File: src/rtl/lv_ow_adc_req_arb.sv
// lv_ow_adc_req_arb
// Serialises ADC-sample requests from the control FSM, the SPI host and an
// optional periodic poller onto the single OW request/ack channel, with
// retries on errored or timed-out transfers and a sticky timeout flag.
// Optional feature macro: LV_ADC_PRD_POLL_EN (periodic poller and prd source).
module lv_ow_adc_req_arb #(
  parameter int RETRY_NUM   = 3,
  parameter int ACK_TMO_CYC = 255,
  parameter int PRD_CYC     = 1000
) (
  input  logic i_clk,
  input  logic i_rst_n,
  input  logic i_fsm_req,
  output logic o_fsm_ack,
  input  logic i_spi_req,
  output logic o_spi_ack,
  input  logic i_prd_en,
  output logic o_prd_ack,
  output logic o_ack_status,
  output logic o_ow_req,
  input  logic i_ow_ack,
  input  logic i_ow_ack_status,
  output logic o_busy,
  output logic o_tmo_err,
  input  logic i_err_clr
);

  localparam int TMO_W = $clog2(ACK_TMO_CYC);
  localparam logic [3:0]       RETRY_MAX = 4'(RETRY_NUM);
  localparam logic [TMO_W-1:0] TMO_LAST  = TMO_W'(ACK_TMO_CYC - 1);
  localparam logic [1:0] G_FSM = 2'd0;
  localparam logic [1:0] G_SPI = 2'd1;
  localparam logic [1:0] G_PRD = 2'd2;

  typedef enum logic [1:0] {
    IDLE  = 2'd0,
    ISSUE = 2'd1,
    WAIT  = 2'd2,
    DONE  = 2'd3
  } state_t;

  state_t           state_q, state_d;
  logic [1:0]       grant_q, grant_d;
  logic [2:0]       pend_q, pend_d;      // bit0 fsm, bit1 spi, bit2 prd
  logic [2:0]       pend_clr;
  logic [3:0]       retry_q, retry_d;
  logic [TMO_W-1:0] tmo_cnt_q, tmo_cnt_d;
  logic             status_q, status_d;
  logic             tmo_err_q, tmo_err_d;
  logic             ow_req_q, ow_req_d;
  logic             fsm_ack_q, fsm_ack_d;
  logic             spi_ack_q, spi_ack_d;
  logic             ack_status_q, ack_status_d;
  logic             busy_q, busy_d;
  logic             prd_set;             // poller terminal count this cycle
  logic             prd_drop;            // force prd pending low
  logic [1:0]       grant_pick;

`ifdef LV_ADC_PRD_POLL_EN
  localparam int PRD_W = $clog2(PRD_CYC);
  localparam logic [PRD_W-1:0] PRD_LAST = PRD_W'(PRD_CYC - 1);

  logic [PRD_W-1:0] prd_cnt_q, prd_cnt_d;
  logic             prd_ack_q, prd_ack_d;

  // Poll interval counter; halts while a poll is queued, in-flight prd survives disable
  always_comb begin
    prd_cnt_d = prd_cnt_q;
    prd_set   = 1'b0;
    prd_drop  = 1'b0;
    prd_ack_d = (state_q == DONE) && (grant_q == G_PRD);
    if (!i_prd_en) begin
      prd_cnt_d = '0;
      prd_drop  = !((state_q != IDLE) && (grant_q == G_PRD));
    end else if (!pend_q[2]) begin
      if (prd_cnt_q == PRD_LAST) begin
        prd_set   = 1'b1;
        prd_cnt_d = '0;
      end else begin
        prd_cnt_d = prd_cnt_q + PRD_W'(1);
      end
    end
  end

  // Poller registers
  always_ff @(posedge i_clk or negedge i_rst_n) begin
    if (!i_rst_n) begin
      prd_cnt_q <= '0;
      prd_ack_q <= 1'b0;
    end else begin
      prd_cnt_q <= prd_cnt_d;
      prd_ack_q <= prd_ack_d;
    end
  end

  assign o_prd_ack = prd_ack_q;
`else
  logic unused_prd_en;
  assign unused_prd_en = i_prd_en;
  assign prd_set       = 1'b0;
  assign prd_drop      = 1'b1;
  assign o_prd_ack     = 1'b0;
`endif

  // Pending bits, fixed-priority pick and transfer FSM next state / outputs
  always_comb begin
    pend_clr = (state_q == DONE) ? (3'b001 << grant_q) : 3'b000;
    pend_d   = (pend_q & ~pend_clr) | {prd_set, i_spi_req, i_fsm_req};
    if (prd_drop) pend_d[2] = 1'b0;
    grant_pick = pend_d[0] ? G_FSM : (pend_d[1] ? G_SPI : G_PRD);

    state_d   = state_q;
    grant_d   = grant_q;
    retry_d   = retry_q;
    tmo_cnt_d = tmo_cnt_q;
    status_d  = status_q;
    tmo_err_d = i_err_clr ? 1'b0 : tmo_err_q;

    unique case (state_q)
      IDLE: begin
        if (|pend_d) begin
          grant_d = grant_pick;
          state_d = ISSUE;
        end
      end
      ISSUE: begin
        tmo_cnt_d = '0;
        state_d   = WAIT;
      end
      WAIT: begin
        if (i_ow_ack && !i_ow_ack_status) begin
          status_d = 1'b0;
          state_d  = DONE;
        end else if (i_ow_ack || (tmo_cnt_q == TMO_LAST)) begin
          if (!i_ow_ack) tmo_err_d = 1'b1;
          if (retry_q < RETRY_MAX) begin
            retry_d = retry_q + 4'd1;
            state_d = ISSUE;
          end else begin
            status_d = 1'b1;
            state_d  = DONE;
          end
        end else begin
          tmo_cnt_d = tmo_cnt_q + TMO_W'(1);
        end
      end
      DONE: begin
        retry_d = '0;
        // Go straight to the next queued transfer without an IDLE bubble
        if (|pend_d) begin
          grant_d = grant_pick;
          state_d = ISSUE;
        end else begin
          state_d = IDLE;
        end
      end
      default: state_d = IDLE;
    endcase

    ow_req_d     = (state_q == ISSUE);
    fsm_ack_d    = (state_q == DONE) && (grant_q == G_FSM);
    spi_ack_d    = (state_q == DONE) && (grant_q == G_SPI);
    ack_status_d = (state_q == DONE) && status_q;
    busy_d       = (state_q != IDLE);
  end

  // State, counters and registered outputs
  always_ff @(posedge i_clk or negedge i_rst_n) begin
    if (!i_rst_n) begin
      state_q      <= IDLE;
      grant_q      <= G_FSM;
      pend_q       <= '0;
      retry_q      <= '0;
      tmo_cnt_q    <= '0;
      status_q     <= 1'b0;
      tmo_err_q    <= 1'b0;
      ow_req_q     <= 1'b0;
      fsm_ack_q    <= 1'b0;
      spi_ack_q    <= 1'b0;
      ack_status_q <= 1'b0;
      busy_q       <= 1'b0;
    end else begin
      state_q      <= state_d;
      grant_q      <= grant_d;
      pend_q       <= pend_d;
      retry_q      <= retry_d;
      tmo_cnt_q    <= tmo_cnt_d;
      status_q     <= status_d;
      tmo_err_q    <= tmo_err_d;
      ow_req_q     <= ow_req_d;
      fsm_ack_q    <= fsm_ack_d;
      spi_ack_q    <= spi_ack_d;
      ack_status_q <= ack_status_d;
      busy_q       <= busy_d;
    end
  end

  assign o_ow_req     = ow_req_q;
  assign o_fsm_ack    = fsm_ack_q;
  assign o_spi_ack    = spi_ack_q;
  assign o_ack_status = ack_status_q;
  assign o_busy       = busy_q;
  assign o_tmo_err    = tmo_err_q;

endmodule

File: config.mk
export PLATFORM = sky130hd
export DESIGN_NAME = lv_ow_adc_req_arb
export DESIGN_NICKNAME = d
export VERILOG_FILES = /design/src/rtl/lv_ow_adc_req_arb.sv
export SDC_FILE = /design/constraint.sdc
export NUM_CORES = 1
export LEC_CHECK = 0
export ABC_CLOCK_PERIOD_IN_PS = 5300
export CORE_MARGIN = 10
export CORE_UTILIZATION = 58
export CTS_CLUSTER_SIZE = 24
export DETAILED_ROUTE_END_ITERATION = 6
export PLACE_DENSITY = 0.91
export SLEW_MARGIN = 20
export SYNTH_ARGS = -nofsm -noshare
export SYNTH_HDL_FRONTEND = slang
export SYNTH_SLANG_ARGS = --single-unit
File: constraint.sdc
create_clock -name i_clk -period 5.3 [get_ports i_clk]
set_input_delay 0.795 -clock i_clk [delete_from_list [all_inputs] [get_ports i_clk]]
set_output_delay 0.795 -clock i_clk [all_outputs]
set_load 0.03 [all_outputs]
==> impl_metrics.ini, run 1 <==
[die]
die_x_um = 67.0
io-pin-count = 15
rows = 16
core-area_mm2 = 0.00202
dieArea_mm2 = 0.00449
start_util = 0.633
dieHeight_um = 67.0

[timing]
fin_tns_setup_ps = 0
rsz0062_at_grt = no
clock_skew_ps = 5.10
period_needed_ps = 2260
setup_violations = 0
finalHoldViolCount = 0
slew_viol_final = 0
fin_crit_sh = 0.426
worst_pin_slew_ps = 578
max_freq_ghz = 0.443
relSlewSlack = 0.611

[yosys]
yosys_most_used_dff = dfrtp_1
syn_area_per_cell_um2 = 10.6
ys_seq_elements = 25
ys_top_cells_by_count = dfrtp_1 (25), inv_1 (10), ha_1 (8), nand2_1 (8)
synthCells = 121
yosysTopAreaCellShare = 0.489
yosysUniqueCellTypes = 43
synth_warnings = 0
synthArstFlopShare = 1.00
seq_area_frac_synth = 0.489
synth_largest_area_cell = dfrtp_1
synth-edff-count = 0
yosysMostFrequentCell = dfrtp_1
ys_top_cells_by_area = dfrtp_1 (49%), ha_1 (7.8%), inv_1 (2.9%)
synth_nets = 137
syn_area_mm2 = 0.00128

[drt]
drt-total-wl_um = 2620
via_per_inst = 6.12
wl_per_cell_um = 16.1
dr.pass1.iters = 4
route.detailed.drc = 0
dr.first_iter.drc_count = 59
postRouteAntennaNets = 0
vias = 991

[clocking]
htree_num_levels = 1
cts_buffers = 3
post-cts-setup-buffer-count = 0
cts_buffer_depth = 2
clock-root-buffer = clkbuf_4
clkTransAtPathRegs_ps = 130
cts_resized = 0
cts_tree = done
cts_sinks = 25
insertion_delay_ps = 320
cts-hold-fix-buffers = 0

[worst_setup_path]
path_class = in -> reg
crit_path_start_kind = primary input
reg2reg_depth = 5
critPathMaxFanout = 5
cp.required_ps = 5550
endpoint_kind = flop
arrival_ps = 2500

[power]
leakagePower_uw = 0.000683
peakVddDrop_mv = 0.284
power_density_mw_per_mm2 = 409

[grt]
track_usage = 0.129
grt_start_max_net_pins = 26
grt_overflow_total = 0
grt_pass1_vias = 983
grt_pass1_wl_um = 4550
antenna_found_initial = 0

[hold_path]
worstHoldPathType = in -> async

[layout]
diodes = 0
fin_cells = 162
finish.net_count = 152
syn_to_final_growth_pct = 12.7
drive_gt1_frac = 0.0741
nFillCells = 151

[placement]
numPlacedInstances = 158
place.gp.congestion = 0.823
port_buffers = 12
dp_hpwl_um = 2020

[job]
drv_cap = 0

[run_status]
status = finished, final reports clean
logic make-up after synthesis:
logic type / synth area share
AOI/OAI and AO/OA: 0.191
xor gates and xnor gates: 0.0137
muxes: 0.00782
other: 0.00293
and+or+nand+nor: 0.179
DFF: 0.489
adders and majority gates: 0.0782
buffers and inverters: 0.0391
worst max-delay path: stages:
cell             delay (ps)
clkdlybuf4s50_1         430
or4b_4                  520
a221oi_4                380
a221oi_1                170
o22ai_1                 200
power by group:
part	internal [uW]	switching (uW)	total [uW]	leakage (uW)
Combinational	97.8	146	244	0.000341
Clock	29.5	54.5	84.0	0.0000150
Sequential	230	31.9	262	0.000327
cells in the final DEF (no fill, tap or decap), types with 2 or more instances in the layout:
master,netlist,final
dfrtp_1,25,25
clkdlybuf4s50_1,0,11
inv_1,10,10
nand2_1,8,8
ha_1,8,8
nand3_1,5,5
o21ai_0,5,5
nor2_1,5,5
a21oi_1,4,4
nor3_1,3,3
and2_1,3,3
a21o_1,3,3
o31ai_1,3,3
clkbuf_4,0,3
or2_2,2,2
nand3b_1,2,2
nand2b_1,2,2
nor2b_1,2,2
a31oi_1,2,2
a211oi_1,2,2
o221ai_1,2,2
o211ai_1,2,2
flip-flops by register name (all words and copies together), names as in the netlist:
signal,cells
state_q,2
status_q,1
o_busy,1
grant_q,2
tmo_cnt_q,8
retry_q,4
o_spi_ack,1
pend_q,2
o_fsm_ack,1
o_tmo_err,1
o_ack_status,1
o_ow_req,1
layout make-up:
class / count / area (um2) / area share
Clock buffer: 4 / 26.3 / 0.0182
Inverter: 10 / 37.5 / 0.0260
Multi-Input combinational cell: 84 / 604 / 0.419
Sequential cell: 25 / 626 / 0.434
Tap cell: 27 / 33.8 / 0.0234
Timing Repair Buffer: 12 / 115 / 0.0798
through the flow:
stage	util	hold slack [ps]	worst slack [ps]	power, uW	cell area (um2)
after CTS	0.716	493	3080	593	1450
after floorplan	-	447	3270	429	1280
after global routing	0.713	465	2980	630	1440
after global placement	0.703	471	2790	490	1420
final	0.713	439	3040	589	1440
after detailed placement	0.703	469	2740	509	1420
worst paths after layout:
kind | start | end | slack (ps)
setup / recovery | i_fsm_req | state_q[1]$_DFFE_PN0P_ | 3040
hold / removal | i_rst_n | tmo_cnt_q[0]$_DFFE_PN0P_ | 440
setup reg to reg | state_q[0]$_DFFE_PN0P_ | state_q[1]$_DFFE_PN0P_ | 3210
hold reg to reg | grant_q[1]$_DFFE_PN0P_ | o_fsm_ack$_DFF_PN0_ | 490
max in group asynchronous | i_rst_n | o_tmo_err$_DFF_PN0_ | 4500
min in group i_clk | grant_q[1]$_DFFE_PN0P_ | o_fsm_ack$_DFF_PN0_ | 490
layer usage:
metal	routed length, um	GRT usage	up-vias
li1	-	-	466
met1	1060	0.148	490
met2	1360	0.216	24
met3	111	0.0301	11
met4	87	0.0718	0
met5	0	0	-
Power figures use the tool's default switching activity.
==> inputs of run 2 (changes only) <==
--- a/config.mk
+++ b/config.mk
@@ -5,12 +5,12 @@
 export SDC_FILE = /design/constraint.sdc
 export NUM_CORES = 1
 export LEC_CHECK = 0
-export ABC_CLOCK_PERIOD_IN_PS = 5300
+export ABC_CLOCK_PERIOD_IN_PS = 2100
 export CORE_MARGIN = 10
-export CORE_UTILIZATION = 58
+export CORE_UTILIZATION = 54
 export CTS_CLUSTER_SIZE = 24
 export DETAILED_ROUTE_END_ITERATION = 6
-export PLACE_DENSITY = 0.91
+export PLACE_DENSITY = 0.86
 export SLEW_MARGIN = 20
 export SYNTH_ARGS = -nofsm -noshare
 export SYNTH_HDL_FRONTEND = slang
==> constraint.sdc (replaced) <==
create_clock -name i_clk -period 2.1 [get_ports i_clk]
set_input_delay 0.315 -clock i_clk [delete_from_list [all_inputs] [get_ports i_clk]]
set_output_delay 0.315 -clock i_clk [all_outputs]
set_load 0.03 [all_outputs]
==> impl_metrics.ini, run 2 (synthesis results as in run 1) <==
[die]
start_util = 0.573
rows = 17
die_x_um = 68.7
dieHeight_um = 68.7
core-area_mm2 = 0.00223
io-pin-count = 15
dieArea_mm2 = 0.00472

[clocking]
cts_buffers = 3
cts_buffer_depth = 2
cts_resized = 0
insertion_delay_ps = 320
cts-hold-fix-buffers = 0
htree_num_levels = 1
clock-root-buffer = clkbuf_4
cts_sinks = 25
cts_tree = done
clkTransAtPathRegs_ps = 120
post-cts-setup-buffer-count = 0

[worst_setup_path]
cp.required_ps = 2320
path_class = reg -> reg
crit_path_start_kind = flop
critPathMaxFanout = 5
endpoint_kind = flop
arrival_ps = 2160
worst-r2r-setup-slack_ps = 170

[timing]
period_needed_ps = 1930
clock_skew_ps = 6.46
setup_violations = 0
finalHoldViolCount = 0
slew_viol_final = 0
rsz0062_at_grt = no
setup_ws_ps = 166
max_freq_ghz = 0.517
fin_tns_setup_ps = 0
fin_crit_sh = 0.921

[placement]
numPlacedInstances = 163
place_worst_setup_slack_ps = 50.8
dpl_cell_area_mm2 = 0.00145
dp_hpwl_um = 2010
place.gp.congestion = 0.802
port_buffers = 12

[layout]
finish.net_count = 156
syn_to_final_growth_pct = 15.5
regMostFlops = tmo_cnt_q
drive_gt1_frac = 0.0935
stdcell_area_mm2 = 0.00148
largest_reg_flops = 8
largest_registers = tmo_cnt_q x8, retry_q x4
final_common_cell = dfrtp_1
nFillCells = 195
diodes = 0
mostFrequentLayoutCells = dfrtp_1 (25), clkdlybuf4s50_1 (12), inv_1 (10)
fin_cells = 167

[job]
drv_cap = 0

[grt]
grt_start_max_net_pins = 26
grt_overflow_total = 0
grt_pass1_vias = 970
grt_pass1_wl_um = 4200
track_usage = 0.118
antenna_found_initial = 0

[drt]
route.detailed.drc = 0
drt-total-wl_um = 2520
via_per_inst = 5.66
wl_per_cell_um = 15.1
postRouteAntennaNets = 0
dr.pass1.iters = 4
vias = 945
dr.first_iter.drc_count = 54

[hold_path]
worstHoldPathType = in -> async

[power]
power_density_mw_per_mm2 = 1020
leakagePower_uw = 0.000702
peakVddDrop_mv = 0.758

[run_status]
status = finished, final reports clean
run 2: cell count changes in the layout (fill, tap and decap cells not counted), sizes merged:
cell           previous run  this run
buf                       1         4
clkdlybuf4s50            11        12
run 2: layout make-up:
class,count,area [um2],share of cell area
Sequential cell,25,626,0.423
Multi-Input combinational cell,84,604,0.409
Timing Repair Buffer,16,150,0.102
Inverter,10,37.5,0.0254
Tap cell,28,35.0,0.0237
Clock buffer,4,26.3,0.0178
run 2: path summary, 6_finish.rpt:
path,from,end,depth (start not counted)
min,i_rst_n,tmo_cnt_q[5]$_DFFE_PN0P_,2
max in group asynchronous,i_rst_n,o_ack_status$_DFF_PN0_,2
max,state_q[0]$_DFFE_PN0P_,state_q[0]$_DFFE_PN0P_,5
min reg2reg,grant_q[1]$_DFFE_PN0P_,o_fsm_ack$_DFF_PN0_,1
max reg2reg,state_q[0]$_DFFE_PN0P_,state_q[0]$_DFFE_PN0P_,5
min in group i_clk,grant_q[1]$_DFFE_PN0P_,o_fsm_ack$_DFF_PN0_,1
run 2: through the flow:
stage	power (uW)	hold slack, ps	utilization
floorplan	1080	19.4	-
global placement	1270	473	0.650
detailed placement	1310	487	0.650
CTS	1520	344	0.662
global route	1620	359	0.662
finish	1500	336	0.662
run 2: worst max-delay path, cell delays in order, from the launching register on:
cell and delay [ps]:
dfrtp_1 440, ha_1 200, or4b_4 490, a221oi_4 380, o21ai_0 120, o22a_1 210
run 2: metal layers:
layer	share of wire	up-vias	GRT usage	routed length (um)
met5	0	-	0	0
met4	0.020	0	0.0704	51
met3	0.025	5	0.0258	64
met2	0.54	11	0.212	1360
met1	0.42	455	0.123	1050
li1	-	474	-	-
run 2: power breakdown:
part	internal, uW	switching, uW	leakage (uW)	total, uW
registers	580	80.6	0.000327	660
clock network	74.5	133	0.0000150	208
logic	271	364	0.000361	635
total	925	578	0.000702	1500
==> RTL edit 1: new RTL, settings of run 1 <==
`ACK_TMO_CYC`: 255 -> 510.
--- a/src/rtl/lv_ow_adc_req_arb.sv
+++ b/src/rtl/lv_ow_adc_req_arb.sv
@@ -5,7 +5,7 @@
 // Optional feature macro: LV_ADC_PRD_POLL_EN (periodic poller and prd source).
 module lv_ow_adc_req_arb #(
   parameter int RETRY_NUM   = 3,
-  parameter int ACK_TMO_CYC = 255,
+  parameter int ACK_TMO_CYC = 510,
   parameter int PRD_CYC     = 1000
 ) (
   input  logic i_clk,
Formal check against the unedited RTL: no difference found for any inputs over 10 cycles, from zero or initial values and one cycle with i_rst_n low; that may be too few to reach the edited logic, so the function may still have changed.
==> RTL edit 1 against run 1 <==
Final area increased by 1.3%. First-iteration DRC count increased by 5.1%. Synthesized cell count increased by 2.5%. Worst setup slack got worse by 8.4 ps. Total power increased by 11%. Count of clock-buffer cells in the layout decreased by 1. Sequential cell count increased by 1. Critical path type unchanged. Clock power increased by 62%. Routed wire length increased by 2.7%. Critical endpoint unchanged. Synthesized area increased by 0.29%. Highest routed layer unchanged.
==> RTL edit 1: results (changes against run 1) <==
- Detail-routed net length per standard cell: 16.4 um (+1.5%)
- CTS Root Buffer Type: clkbuf_4
- Vias in the first global route: 1022 (+4.0%)
- Port Buf Inserts: 12 (unchanged)
- H-tree Lvls: 1 (unchanged)
- Sequential fraction of the synthesis area: 0.507 (+0.0181)
- Clk_skew: 10.7 ps (+5.60 ps)
- CTS Buf Count: 3 (unchanged)
- Ant. Diodes: 0 (unchanged)
- Hold WS: 436 ps (-3.62 ps)
- Ys Warns: 0 (unchanged)
- Fillers: 164 (+8.6%)
- First-pass GRT wire length: 4590 um (+0.75%)
- Crit path max-delay family: simple AND/OR/NAND/NOR gates
- Placed Cells: 160 (+1.3%)
- Total Power: 0.000655 W (+11%)
- Max rail drop VDD: 0.284 mV (about the same)
- Maximum fanout along the worst path: 6 (+1)
- Commonest cells post-synth: dfrtp_1, nand2_1, inv_1
- Initial antenna violation count: 0 (unchanged)
- Number of vias per cell: 6.01 (-1.8%)
- Final cell count without fillers: 164 (+1.2%)
- Origin of the critical flop-to-flop path: state_q[0]
- Worst-margin pin slew: 891 ps (+313 ps)
- Place WS: 2680 ps (-51.3 ps)
- Fin area: 1460 um2 (+1.3%)
- Combinational share of power: 0.365 (-0.049)
- Clk Latency, worst-skew pair: 330 ps
- Sequential Power Share: 0.428 (-0.016)
- GRT Overall Usage: 0.132 (+0.00225)
- Reg-to-Reg End: tmo_cnt_q[7]
- Leakage: 0.681 nW (-0.29%)
- Nets: 153 (+0.66%)
- Area contributors post-synth: dfrtp_1, ha_1, nand2_1
- Unique masters post-synth: 37 (-14%)
- Worst R2R Path Depth: 6 (+1)
- Final GP Congestion: 0.757 (-7.9%)
- Switching part of the total: 0.372 (-0.0223)
- CP arrival: 2490 ps (about the same)
- Setup violations, final: 0 (unchanged)
- Flop2flop setup slack: 3120 ps (-90 ps)
- Synthesized area per cell: 10.4 um2 (-2.1%)
- DP Area: 1410 um2 (-0.53%)
- Post-DP HPWL: 2060 um (+1.9%)
- Maximum number of pins on one net before global-route repair: 27 (+3.8%)
- Clk slew on worst S/H paths: 140 ps
- Largest registers: tmo_cnt_q x9, retry_q x4
- Share of post-route cells with drive strength above 1: 0.0584 (-0.0157)
- Cell with the largest stage delay on the worst path: nor4_1
- Post CTS Setup Buffer Count: 0 (unchanged)
- CP peak stage delay: 680 ps (+160 ps)
- Clk buf depth: 2 (unchanged)
- Iter 0 DRT Violations: 62 (+5.1%)
- FFs w/ async S/R, synth: 1.00 (unchanged)
- Outcome: finished, final reports clean
- Post-Syn Nets: 139 (+1.5%)
- Initial DRT Pass Iterations: 4 (unchanged)
## RTL edit 1: cell types whose count changed in the layout (fill, tap and decap cells not counted), sizes merged, moves of 2 or more
cell,before,now
nand2,8,13
nor3b,0,2
a31oi,2,0
or2,2,0
a21oi,4,7
o22a,2,0
nand3,5,7
o211ai,2,0
or4,1,3
mux2i,1,3
a221oi,2,0
nor3,3,0
## RTL edit 1: routing by layer
metal,wire length (um),share of wire,vias to the layer above,GRT usage
met5,0,0,-,0
met4,69,0.026,0,0.0769
met3,94,0.035,7,0.0268
met2,1420,0.53,24,0.231
met1,1100,0.41,487,0.142
li1,-,-,467,-
## RTL edit 1: area by class of cell
class	count	area share
sequential	26	0.445
inverter	11	0.0283
clock inverter	1	0.0205
timing repair buffer	12	0.0788
tap	27	0.0231
multi-input combinational	84	0.389
clock buffer	3	0.0154
## RTL edit 1: cells by family (layout without fill, tap and decap cells)
logic type | after synthesis | in the layout | share of synthesized area
AO/OA/AOI/OAI | 27 | 27 | 0.144
other | 1 | 1 | 0.00292
AND/OR/NAND/NOR | 45 | 45 | 0.197
flip-flops | 26 | 26 | 0.507
adder cells (fa/ha/maj) | 7 | 7 | 0.0682
XOR/XNOR | 1 | 1 | 0.00682
buffers and inverters | 14 | 27 | 0.0507
multiplexers | 3 | 3 | 0.0234
## RTL edit 1: worst max path at each step
stage	from	endpoint	slack [ps]	depth (start not counted)
2_1_floorplan	i_spi_req	state_q[0]	3420	4
3_3_place_gp	i_ow_ack	state_q[1]	2800	5
3_5_place_dp	i_ow_ack	state_q[1]	2680	5
4_1_cts	i_ow_ack	state_q[1]	3090	5
5_1_grt	i_ow_ack	retry_q[0]	2950	5
6_report	i_ow_ack	state_q[1]	3030	5
==> RTL edit 2: new RTL, flow settings as in run 1 <==
Without the edit above. Encoding of `state_t`: now one-hot (4 bits for 4 states).
--- a/src/rtl/lv_ow_adc_req_arb.sv
+++ b/src/rtl/lv_ow_adc_req_arb.sv
@@ -32,11 +32,11 @@
   localparam logic [1:0] G_SPI = 2'd1;
   localparam logic [1:0] G_PRD = 2'd2;
 
-  typedef enum logic [1:0] {
-    IDLE  = 2'd0,
-    ISSUE = 2'd1,
-    WAIT  = 2'd2,
-    DONE  = 2'd3
+  typedef enum logic [3:0] {
+    IDLE  = 4'b0001,
+    ISSUE = 4'b0010,
+    WAIT  = 4'b0100,
+    DONE  = 4'b1000
   } state_t;
 
   state_t           state_q, state_d;
Formal check against the unedited RTL: no difference found for any inputs over 10 cycles, from zero or initial values and one cycle with i_rst_n low; not proved beyond that.
==> RTL edit 2 against run 1 <==
Worst setup slack improved by 91 ps. Synthesized area rose by 0.49%. Largest power group unchanged. Clock power up 8.7%. Global-route usage shrank 0.78 points. Count of clock-buffer cells in the layout down 1. Critical path type is now reg -> out. Routed wire length down 2.0%. Sequential cell count grew 2. Total power shrank 9.0%. First-iteration DRC count is 41% lower. Sequential power is 8.0% higher. Final area up 0.17%. Die area up 0.34%. Synthesized cell count shrank 1.7%.
==> RTL edit 2: results (changes against run 1) <==
- Maximum number of pins on one net before global-route repair: 28 (+7.7%)
- Clk_skew: 12.9 ps (+7.78 ps)
- Placed Cells: 154 (-2.5%)
- Leakage: 0.645 nW (-5.6%)
- Rel. slew slack: 0.623 (+0.0125)
- Share of post-route cells with drive strength above 1: 0.0992 (+0.0252)
- Post-Syn Nets: 130 (-5.1%)
- Number of vias per cell: 5.99 (-2.1%)
- Post-DP HPWL: 1920 um (-4.7%)
- First-pass GRT wire length: 4380 um (-3.8%)
- Clk Latency, worst-skew pair: 340 ps (+20 ps)
- CP peak stage delay: 680 ps (+160 ps)
- Unique masters post-synth: 48 (+12%)
- Commonest cells post-synth: dfrtp_1, nand2_1, nor2_1
- Nets: 143 (-5.9%)
- Sequential fraction of the synthesis area: 0.526 (+0.0375)
- GRT Overall Usage: 0.122 (-0.00784)
- Outcome: finished, final reports clean
- Flop2flop setup slack: 3330 ps (+120 ps)
- WL final: 2560 um (-2.0%)
- Iter 0 DRT Violations: 35 (-41%)
- Vias in the first global route: 929 (-5.5%)
- Largest registers: tmo_cnt_q x8, retry_q x4, state_q x4
- Fillers: 170 (+13%)
- Cell with the largest stage delay on the worst path: clkdlybuf4s50_1
- Cells after synthesis: 119 (-1.7%)
## RTL edit 2: cell types whose count changed in the layout (fill, tap and decap cells not counted), moves of 2 or more
| cell | change |
|---|---|
| a41o_1 | +2 |
| a211oi_1 | -2 |
| nor2_1 | +3 |
| o31ai_1 | -2 |
| ha_1 | -5 |
| inv_1 | -5 |
| o221ai_1 | -2 |
| or4b_1 | +3 |
| a21o_1 | -2 |
## RTL edit 2: path summary, 6_finish.rpt
check | cells after the start | start | to
max | 1 | o_tmo_err | o_tmo_err
max reg2reg | 4 | state_q[1] | tmo_cnt_q[5]
min in group i_clk | 1 | retry_q[2] | retry_q[2]
min | 1 | i_rst_n | tmo_cnt_q[3]
max in group asynchronous | 1 | i_rst_n | tmo_cnt_q[5]
min reg2reg | 1 | retry_q[2] | retry_q[2]
## RTL edit 2: per-stage QoR
stage | power (W) | hold WS, ps | setup slack (ps) | area, um2
3_3_place_gp | 0.000434 | 472 | 3050 | 1420
3_5_place_dp | 0.000449 | 466 | 2980 | 1420
4_1_cts | 0.000539 | 451 | 3120 | 1450
5_1_grt | 0.000575 | 448 | 3090 | 1450
6_report | 0.000536 | 427 | 3130 | 1450
2_1_floorplan | 0.000396 | 455 | 3490 | 1290
## RTL edit 2: cells by family (layout without fill, tap and decap cells)
group,after synthesis,in the layout,share of synthesized area
buffers and inverters,10,22,0.0331
DFF,27,27,0.526
xor gates and xnor gates,3,3,0.0204
AOI/OAI and AO/OA,29,29,0.170
and+or+nand+nor,44,44,0.201
muxes,2,2,0.0165
adders and majority gates,3,3,0.0292
other,1,1,0.00292
## RTL edit 2: cell type report
class                   instances  area share
clock buffers                   3      0.0156
repair buffers                 12      0.0797
multi-input cells              82       0.392
inverters                       6      0.0156
flip-flops and latches         27       0.468
clock inverters                 1     0.00519
well taps                      27      0.0234
## RTL edit 2: metal layers
layer,global-route usage,vias up,share of wire
met5,0,-,0
met1,0.141,462,0.43
met4,0.0359,0,0.010
met3,0.0284,2,0.045
met2,0.214,18,0.52
li1,-,464,-
## RTL edit 2: report_power, final
group	switching, W	internal (W)
Sequential	0.0000367	0.000247
Clock	0.0000623	0.0000290
Combinational	0.0000924	0.0000693
Total	0.000191	0.000345
